==> config.mk <==
export PLATFORM = sky130hd
export DESIGN_NAME = npc_seq_unit_flat
export DESIGN_NICKNAME = d
export VERILOG_FILES = /design/src/rtl/npc_seq_unit_if.sv /design/src/rtl/npc_seq_unit.sv /design/src/flat_wrapper.sv
export SDC_FILE = /design/constraint.sdc
export NUM_CORES = 1
export LEC_CHECK = 0
export CAP_MARGIN = 25
export CORE_MARGIN = 2
export CORE_UTILIZATION = 51
export CTS_CLUSTER_DIAMETER = 120
export CTS_CLUSTER_SIZE = 8
export DETAILED_ROUTE_END_ITERATION = 16
export HOLD_SLACK_MARGIN = 0.12
export PLACE_DENSITY = 0.83
export SLEW_MARGIN = 30
export SYNTH_ARGS = -nofsm -noshare
export SYNTH_HDL_FRONTEND = slang
export SYNTH_SLANG_ARGS = --single-unit
==> constraint.sdc <==
create_clock -name clk -period 2.8 [get_ports clk]
set_input_delay 0.28 -clock clk [delete_from_list [all_inputs] [get_ports clk]]
set_output_delay 0.28 -clock clk [all_outputs]
set_load 0.05 [all_outputs]
==> src/rtl/npc_seq_unit_if.sv <==
// Fetch/redirect bus of the next-PC sequencer. master is the sequencer side,
// slave is the fetch/execute side driving redirects and fetch_ready.
interface npc_seq_unit_if #(
    parameter int unsigned XLEN = 32
);
    logic            fetch_ready_i;
    logic            stall_i;
    logic            redir_valid_i;
    logic [1:0]      redir_sel_i;
    logic            cond_taken_i;
    logic [XLEN-1:0] redir_pc_i;
    logic [XLEN-1:0] imm_i;
    logic [XLEN-1:0] rs1_i;
    logic [XLEN-1:0] trap_vec_i;
    logic [XLEN-1:0] pc_o;
    logic            pc_valid_o;
    logic            misalign_o;
    logic [XLEN-1:0] misalign_addr_o;
    logic            redir_taken_o;

    modport master (
        input  fetch_ready_i, stall_i, redir_valid_i, redir_sel_i, cond_taken_i,
        input  redir_pc_i, imm_i, rs1_i, trap_vec_i,
        output pc_o, pc_valid_o, misalign_o, misalign_addr_o, redir_taken_o
    );

    modport slave (
        output fetch_ready_i, stall_i, redir_valid_i, redir_sel_i, cond_taken_i,
        output redir_pc_i, imm_i, rs1_i, trap_vec_i,
        input  pc_o, pc_valid_o, misalign_o, misalign_addr_o, redir_taken_o
    );
endinterface

==> src/rtl/npc_seq_unit.sv <==
// Sequential next-PC generator: owns the PC, hands fetch addresses out over
// valid/ready, applies execute redirects and parks in FAULT on misaligned targets.
module npc_seq_unit #(
    parameter int unsigned XLEN       = 32,
    parameter logic [31:0] RESET_VEC  = 32'h0000_0000,
    parameter int unsigned ALIGN_MASK = 3,
    parameter int unsigned STEP       = 4
) (
    input logic           clk,
    input logic           rst_n,
    npc_seq_unit_if.master bus
);
    localparam logic [XLEN-1:0] RST_PC = XLEN'(RESET_VEC);
    localparam logic [XLEN-1:0] AMASK  = XLEN'(ALIGN_MASK);
    localparam logic [XLEN-1:0] STEP_X = XLEN'(STEP);

    typedef enum logic [1:0] {BOOT = 2'd0, RUN = 2'd1, FAULT = 2'd2} state_t;
    typedef enum logic [1:0] {SEL_BR = 2'b00, SEL_JAL = 2'b01, SEL_JALR = 2'b10, SEL_TRAP = 2'b11} sel_t;

    state_t          state, state_n;
    logic [XLEN-1:0] pc, pc_n, maddr, maddr_n, target;
    logic            pc_valid, pc_valid_n, mis, mis_n, taken, taken_n;
    logic            eff_redir, bad_align, is_trap;

    always_comb begin
        target = bus.redir_pc_i + bus.imm_i;
        case (sel_t'(bus.redir_sel_i))
            SEL_JALR: target = (bus.rs1_i + bus.imm_i) & ~XLEN'(1);
            SEL_TRAP: target = bus.trap_vec_i;
            default:  target = bus.redir_pc_i + bus.imm_i;
        endcase
    end

    // A not-taken branch is not a redirect at all.
    assign is_trap   = bus.redir_sel_i == SEL_TRAP;
    assign eff_redir = bus.redir_valid_i & ((bus.redir_sel_i != SEL_BR) | bus.cond_taken_i);
    assign bad_align = !is_trap && ((target & AMASK) != '0);

    always_comb begin
        state_n    = state;
        pc_n       = pc;
        pc_valid_n = pc_valid;
        mis_n      = mis;
        maddr_n    = maddr;
        taken_n    = 1'b0;
        case (state)
            BOOT: begin
                state_n    = RUN;
                pc_valid_n = 1'b1;
            end
            RUN: begin
                if (eff_redir) begin
                    if (bad_align) begin
                        state_n    = FAULT;
                        pc_valid_n = 1'b0;
                        mis_n      = 1'b1;
                        maddr_n    = target;
                    end else begin
                        pc_n    = target;
                        taken_n = 1'b1;
                    end
                end else if (!bus.stall_i && pc_valid && bus.fetch_ready_i) begin
                    pc_n = pc + STEP_X;
                end
            end
            FAULT: begin
                if (bus.redir_valid_i && is_trap) begin
                    state_n    = RUN;
                    pc_n       = bus.trap_vec_i;
                    pc_valid_n = 1'b1;
                    mis_n      = 1'b0;
                    taken_n    = 1'b1;
                end
            end
            default: begin
                state_n    = BOOT;
                pc_valid_n = 1'b0;
            end
        endcase
    end

    always_ff @(posedge clk or negedge rst_n) begin
        if (!rst_n) begin
            state    <= BOOT;
            pc       <= RST_PC;
            pc_valid <= 1'b0;
            mis      <= 1'b0;
            maddr    <= '0;
            taken    <= 1'b0;
        end else begin
            state    <= state_n;
            pc       <= pc_n;
            pc_valid <= pc_valid_n;
            mis      <= mis_n;
            maddr    <= maddr_n;
            taken    <= taken_n;
        end
    end

    assign bus.pc_o            = pc;
    assign bus.pc_valid_o      = pc_valid;
    assign bus.misalign_o      = mis;
    assign bus.misalign_addr_o = maddr;
    assign bus.redir_taken_o   = taken;
endmodule
==> src/flat_wrapper.sv <==
// flat-port wrapper written by rule: the top's interface ports become plain ports
module npc_seq_unit_flat 
#(
    parameter int unsigned XLEN       = 32,
    parameter logic [31:0] RESET_VEC  = 32'h0000_0000,
    parameter int unsigned ALIGN_MASK = 3,
    parameter int unsigned STEP       = 4
)
  (clk, rst_n, bus_fetch_ready_i, bus_stall_i, bus_redir_valid_i, bus_redir_sel_i, bus_cond_taken_i, bus_redir_pc_i, bus_imm_i, bus_rs1_i, bus_trap_vec_i, bus_pc_o, bus_pc_valid_o, bus_misalign_o, bus_misalign_addr_o, bus_redir_taken_o);
  npc_seq_unit_if #(.XLEN(XLEN)) bus_i ();
  input logic clk;
  input logic rst_n;
  input wire logic [$bits(bus_i.fetch_ready_i)-1:0] bus_fetch_ready_i;
  input wire logic [$bits(bus_i.stall_i)-1:0] bus_stall_i;
  input wire logic [$bits(bus_i.redir_valid_i)-1:0] bus_redir_valid_i;
  input wire logic [$bits(bus_i.redir_sel_i)-1:0] bus_redir_sel_i;
  input wire logic [$bits(bus_i.cond_taken_i)-1:0] bus_cond_taken_i;
  input wire logic [$bits(bus_i.redir_pc_i)-1:0] bus_redir_pc_i;
  input wire logic [$bits(bus_i.imm_i)-1:0] bus_imm_i;
  input wire logic [$bits(bus_i.rs1_i)-1:0] bus_rs1_i;
  input wire logic [$bits(bus_i.trap_vec_i)-1:0] bus_trap_vec_i;
  output wire logic [$bits(bus_i.pc_o)-1:0] bus_pc_o;
  output wire logic [$bits(bus_i.pc_valid_o)-1:0] bus_pc_valid_o;
  output wire logic [$bits(bus_i.misalign_o)-1:0] bus_misalign_o;
  output wire logic [$bits(bus_i.misalign_addr_o)-1:0] bus_misalign_addr_o;
  output wire logic [$bits(bus_i.redir_taken_o)-1:0] bus_redir_taken_o;
  assign bus_i.fetch_ready_i = bus_fetch_ready_i;
  assign bus_i.stall_i = bus_stall_i;
  assign bus_i.redir_valid_i = bus_redir_valid_i;
  assign bus_i.redir_sel_i = bus_redir_sel_i;
  assign bus_i.cond_taken_i = bus_cond_taken_i;
  assign bus_i.redir_pc_i = bus_redir_pc_i;
  assign bus_i.imm_i = bus_imm_i;
  assign bus_i.rs1_i = bus_rs1_i;
  assign bus_i.trap_vec_i = bus_trap_vec_i;
  assign bus_pc_o = bus_i.pc_o;
  assign bus_pc_valid_o = bus_i.pc_valid_o;
  assign bus_misalign_o = bus_i.misalign_o;
  assign bus_misalign_addr_o = bus_i.misalign_addr_o;
  assign bus_redir_taken_o = bus_i.redir_taken_o;
  npc_seq_unit #(.XLEN(XLEN), .RESET_VEC(RESET_VEC), .ALIGN_MASK(ALIGN_MASK), .STEP(STEP)) u_core (.clk(clk), .rst_n(rst_n), .bus(bus_i));
endmodule
# Word level (Yosys, flattened, before mapping)
# Cells that the tools add are included.
# totals
register_bits	69
# op_classes
addsub	3
eq_ne	9
muxes	22
bitwise_logic	2
n_reduce_logical	14
# op_table
op	n
$mux 32	4
$pmux 32 s2	2
$add 32x32->32	2
$add 32x3->32 const B	1
$reduce_bool 32->1	1
$mux 1	9
$reduce_and 4->1	2
$eq 2x2->1 const B	3
$mux 2	3
$ne 2x1->1 const B	3
$pmux 2 s3	1
$reduce_and 3->1	2
$logic_and 1x1->1	4
$pmux 1 s2	2
$reduce_bool 2->1	2
$ne 3x1->1 const B	1
$ne 3x3->1 const B	1
$pmux 1 s3	1
$eq 2x1->1 const B	1
$logic_not 1->1	2
$logic_not 2->1	1
$and 1x1->1	1
$or 1x1->1	1

# Depth between registers and ports, before layout
# depth
ltp_word	7
depth_mapped	13

# Worst setup path after synthesis
# No wires, ideal clock.
# synth_path
kind	input to register
startpoint	in bus_imm_i[0]
endpoint	reg u_core.pc[19], in the netlist u_core.bus.pc_o[19]
arrival_time_ns	2.626
path_slack_ns	0.038
cell_stages	13
cell_sequence	ha_1 > inv_1 > fa_1 > nor3b_1 > a2111o_1 > buf_2 > nand4_1 > clkbuf_1 > nor3_1 > a21oi_1 > nor2_1 > a221oi_1 > o21ai_0
# synth_via
elab_chain_cells	6
# synth_rtl
item	line_no	rtl
start: declaration	flat_wrapper.sv:19	input wire logic [$bits(bus_i.imm_i)-1:0] bus_imm_i;
$add 32x32->32, on equally long branches	npc_seq_unit.sv:30, npc_seq_unit.sv:28	
$pmux 32 s2 (*)	npc_seq_unit.sv:27	case (sel_t'(bus.redir_sel_i))
$reduce_bool 32->1	npc_seq_unit.sv:37	assign bad_align = !is_trap && ((target & AMASK) != '0);
$logic_and 1x1->1	npc_seq_unit.sv:37	
$ne 3x3->1 (no line)	-	
$reduce_and 4->1 (no line)	-	
end signal: assignment	npc_seq_unit.sv:92	pc <= pc_n;
end: declaration	npc_seq_unit.sv:21	logic [XLEN-1:0] pc, pc_n, maddr, maddr_n, target;
# Every way passes the cells marked *; elsewhere a longest branch is shown, timed or not. The select of a mux whose other input is x is not followed.
# A chain may end at the register's enable or synchronous reset.

# Worst setup path after layout
# layout_path
startpoint	in bus_redir_pc_i[2]
endpoint	reg u_core.pc[21], in the netlist u_core.bus.pc_o[21]
# layout_via
elab_chain_cells	5
# layout_rtl
item	line_no	rtl
start: declaration	flat_wrapper.sv:18	input wire logic [$bits(bus_i.redir_pc_i)-1:0] bus_redir_pc_i;
$add 32x32->32	npc_seq_unit.sv:30	default: target = bus.redir_pc_i + bus.imm_i;
$pmux 32 s2	npc_seq_unit.sv:27	
$mux 32	npc_seq_unit.sv:53	if (bad_align) begin
$mux 32	npc_seq_unit.sv:52	if (eff_redir) begin
$pmux 32 s2	npc_seq_unit.sv:46	case (state)
# No other way between the ends. The select of a mux whose other input is x is not followed.

==> metrics.txt <==
Synth area leaders dfrtp_1 22%, ha_1 10%, a21oi_1 6.4%; initial antenna violation count 0; initial drt markers 1832; post-place setup slack -654 ps; RR Endpoint u_core.bus.pc_o[30]; status complete, but fails checks; DR vias 11000; die area roughly 16000 um^2; Rel. slew slack 48.0%; HP Class reg -> reg; most common cell after layout, fill and taps aside buf_4; Worst setup EP type flip-flop; Max Buffers Root-to-Sink 2; Ports 203; Worst setup startpoint bus_redir_pc_i[2]; critical path type in -> reg; Routed WL 37600 um; CP max-delay cell or4_4; Buffers & Inverters on Critical Path 3; PD cells about 800 nW/um^2; Core Rows 45; Die X between 100 and 150 um; number of routed nets with antenna violations 0; Arr. time, crit path 3150 ps; Congestion Overflow GR 0; Final HPWL DP 26000 um; final hold slack 477 ps; post-synth top area cell dfrtp_1; vias per cell 6.69; dpl cells roughly 1600; Syn. warnings 0; Max Cap Viol 0; number of enable flip-flop cells after synthesis 0; worst r2r path cells 9; Mean Syn Cell Area 7.48 um^2; Max VDD drop 0.533 mV; Leak Pwr 5.76 nW; Slew Limit Fails 0; synthesized cell area 7890 um^2; FFs w/ async S/R, synth 100%; most used cell, CP buf_6; proportion of layout cells with a drive suffix above 1 between 20% and 30%; Area Overhead vs Synth 62.5%; RSZ-0062 raised after global routing true; Worst R2R Start u_core.bus.pc_o[2]; # diodes 0; largest stage delay on the critical path 520 ps; top_reg_cell synth dfrtp_1; Synth Net Count about 1300; Final Setup Violations 4; post-synthesis register bit count 68; Final WS setup -135 ps; fin crit share 105%; Final Wtd Congestion 1.00; Worst Max-Slew Pin Slew 779 ps; Cell Count, Final, Fillers Out ~1600; Core Box Area 15100 um^2; most frequent cells in the layout 230 x buf_4, 168 x clkdlybuf4s50_1, 127 x nand2_1, 89 x a21oi_1, 80 x nor2_1; Post-Syn Instances 1055; top cell type's share of synthesized area 21.6%; cells along the critical path clkdlybuf4s15_1, ha_4, a211oi_4, buf_6, o21ai_4, buf_6, a2111oi_4, nor2_4, and3_4, or4_4, a222oi_1, o21ai_1; failing checks negative setup slack; Port-buffer cells roughly 200; CTS buffer count 9; pin count of the biggest net entering global routing 37; 1st-pass router iterations 7; WP depth 12; vias in the first global route 9826; # DRC 0; Reg2Reg Setup Slack 140 ps; Total Power 10.1 mW; min Tclk post-route roughly 2900 ps; Util after Layout 84.6%; Worst-path clk slew approximately 60 ps; CP max FO 3; CP Launch Type primary input; multi-input logic area 6590 um^2; final-stage net count between 1500 and 2000; final clock skew approximately 11 ps; delay-heaviest family, CP compound AO/OA/AOI/OAI gates; overall global routing resource usage 39.0%; WHS Path Cells 2; Clk Latency, worst-skew pair 340 ps; wire per inst 22.9 um; CP Data Required Time 3010 ps; HP Start u_core.bus.misalign_addr_o[31]; Final Hold Fails 0; global-route wire length before repair 50900 um; htree depth 3; crit path capture u_core.bus.pc_o[21]; number of distinct library cells after synthesis 77; Sink Count 68; Reg area 1700 um^2; fmax 341 MHz; sequential share of the synthesized area 21.6%; Fillers 868; Die H 128 um; root buffer cell clkbuf_16; initial cell density of the core roughly 52%; CTS tree done
==> cell families (layout without fill, tap and decap cells) <==
family,Yosys count,in the layout,synth area share (%)
AOI/OAI and AO/OA,398,398,32.9
xor gates and xnor gates,60,60,6.66
adders and majority gates,67,67,10.8
buffers and inverters,79,476,3.92
DFF,68,68,21.6
muxes,16,16,2.11
and+or+nand+nor,367,367,22.0
==> stage by stage <==
| stage | area [um^2] | setup TNS, ps |
|---|---|---|
| floorplan | 7890 | 0 |
| global placement | 11700 | -17590 |
| detailed placement | 11700 | -23280 |
| CTS | 12200 | -214 |
| global route | 12800 | -769 |
| finish | 12800 | -175 |
==> repair_timing <==
item                                    4_1_cts  5_1_grt
hold endpoints to repair                     32        0
buffers inserted                              3        4
pin swaps                                    29       45
endpoints found under the setup margin       37       39
resized for setup                            49      120
hold buffers                                  1        0
==> where the power goes <==
part,internal [mW],switching (mW),total [mW]
Clock,0.804,0.449,1.25
Combinational,2.75,4.09,6.84
Sequential,1.45,0.515,1.97
==> final cells by class <==
cell class / count / share of cell area, %
multi-input cells: 908 / 51.4
repair buffers: 439 / 30.3
well taps: 188 / 1.84
clock buffers: 10 / 1.87
inverters: 21 / 0.615
clock inverters: 6 / 0.674
flip-flops and latches: 68 / 13.3
==> synthesized netlist by cell type, types with 8 or more instances <==
master    number
nand2_1      129
a21oi_1      101
o21ai_0       91
nor2_1        85
dfrtp_1       68
ha_1          65
clkbuf_1      48
nand3_1       42
xnor2_1       37
a21o_1        31
xor2_1        23
a211oi_1      20
and3_1        20
a31oi_1       19
inv_1         19
nand4_1       17
nor3_1        17
o211ai_1      15
o22ai_1       13
o21a_1        12
a221oi_1      11
mux2i_1       11
nand2b_1      10
o221ai_1      10
and4_1         9
nor2b_1        8
nor3b_1        8
==> sequential cells by signal, indices dropped and copies added, names as in the netlist <==
| signal | count |
|---|---|
| u_core.bus.misalign_addr_o | 32 |
| u_core.bus.redir_taken_o | 1 |
| u_core.bus.pc_o | 32 |
| u_core.state | 2 |
| u_core.bus.misalign_o | 1 |
==> worst min path at each step <==
stage,to
2_1_floorplan,u_core.bus.misalign_addr_o[0]
3_3_place_gp,u_core.bus.misalign_addr_o[0]
3_5_place_dp,u_core.bus.misalign_addr_o[1]
4_1_cts,u_core.bus.misalign_addr_o[7]
5_1_grt,u_core.bus.misalign_addr_o[7]
6_report,u_core.bus.misalign_addr_o[31]
==> worst register-to-register path, stage by stage (launching register included) <==
cell      delay (ps)
dfrtp_1          450
ha_1             260
and4_1           390
nand3_1          250
nor2_1           200
buf_4            170
nand4_1          110
xnor2_1          150
a221oi_1         390
a21oi_1          150
==> routing by layer <==
layer  track usage, %  vias up  share of wire (%)
met5                0        -                  0
met4             14.6        0                6.7
met3             5.32      229                 11
met2             63.8      933                 45
met1             52.7     5064                 37
li1                 -     4748                  -
Power figures use the tool's default switching activity.
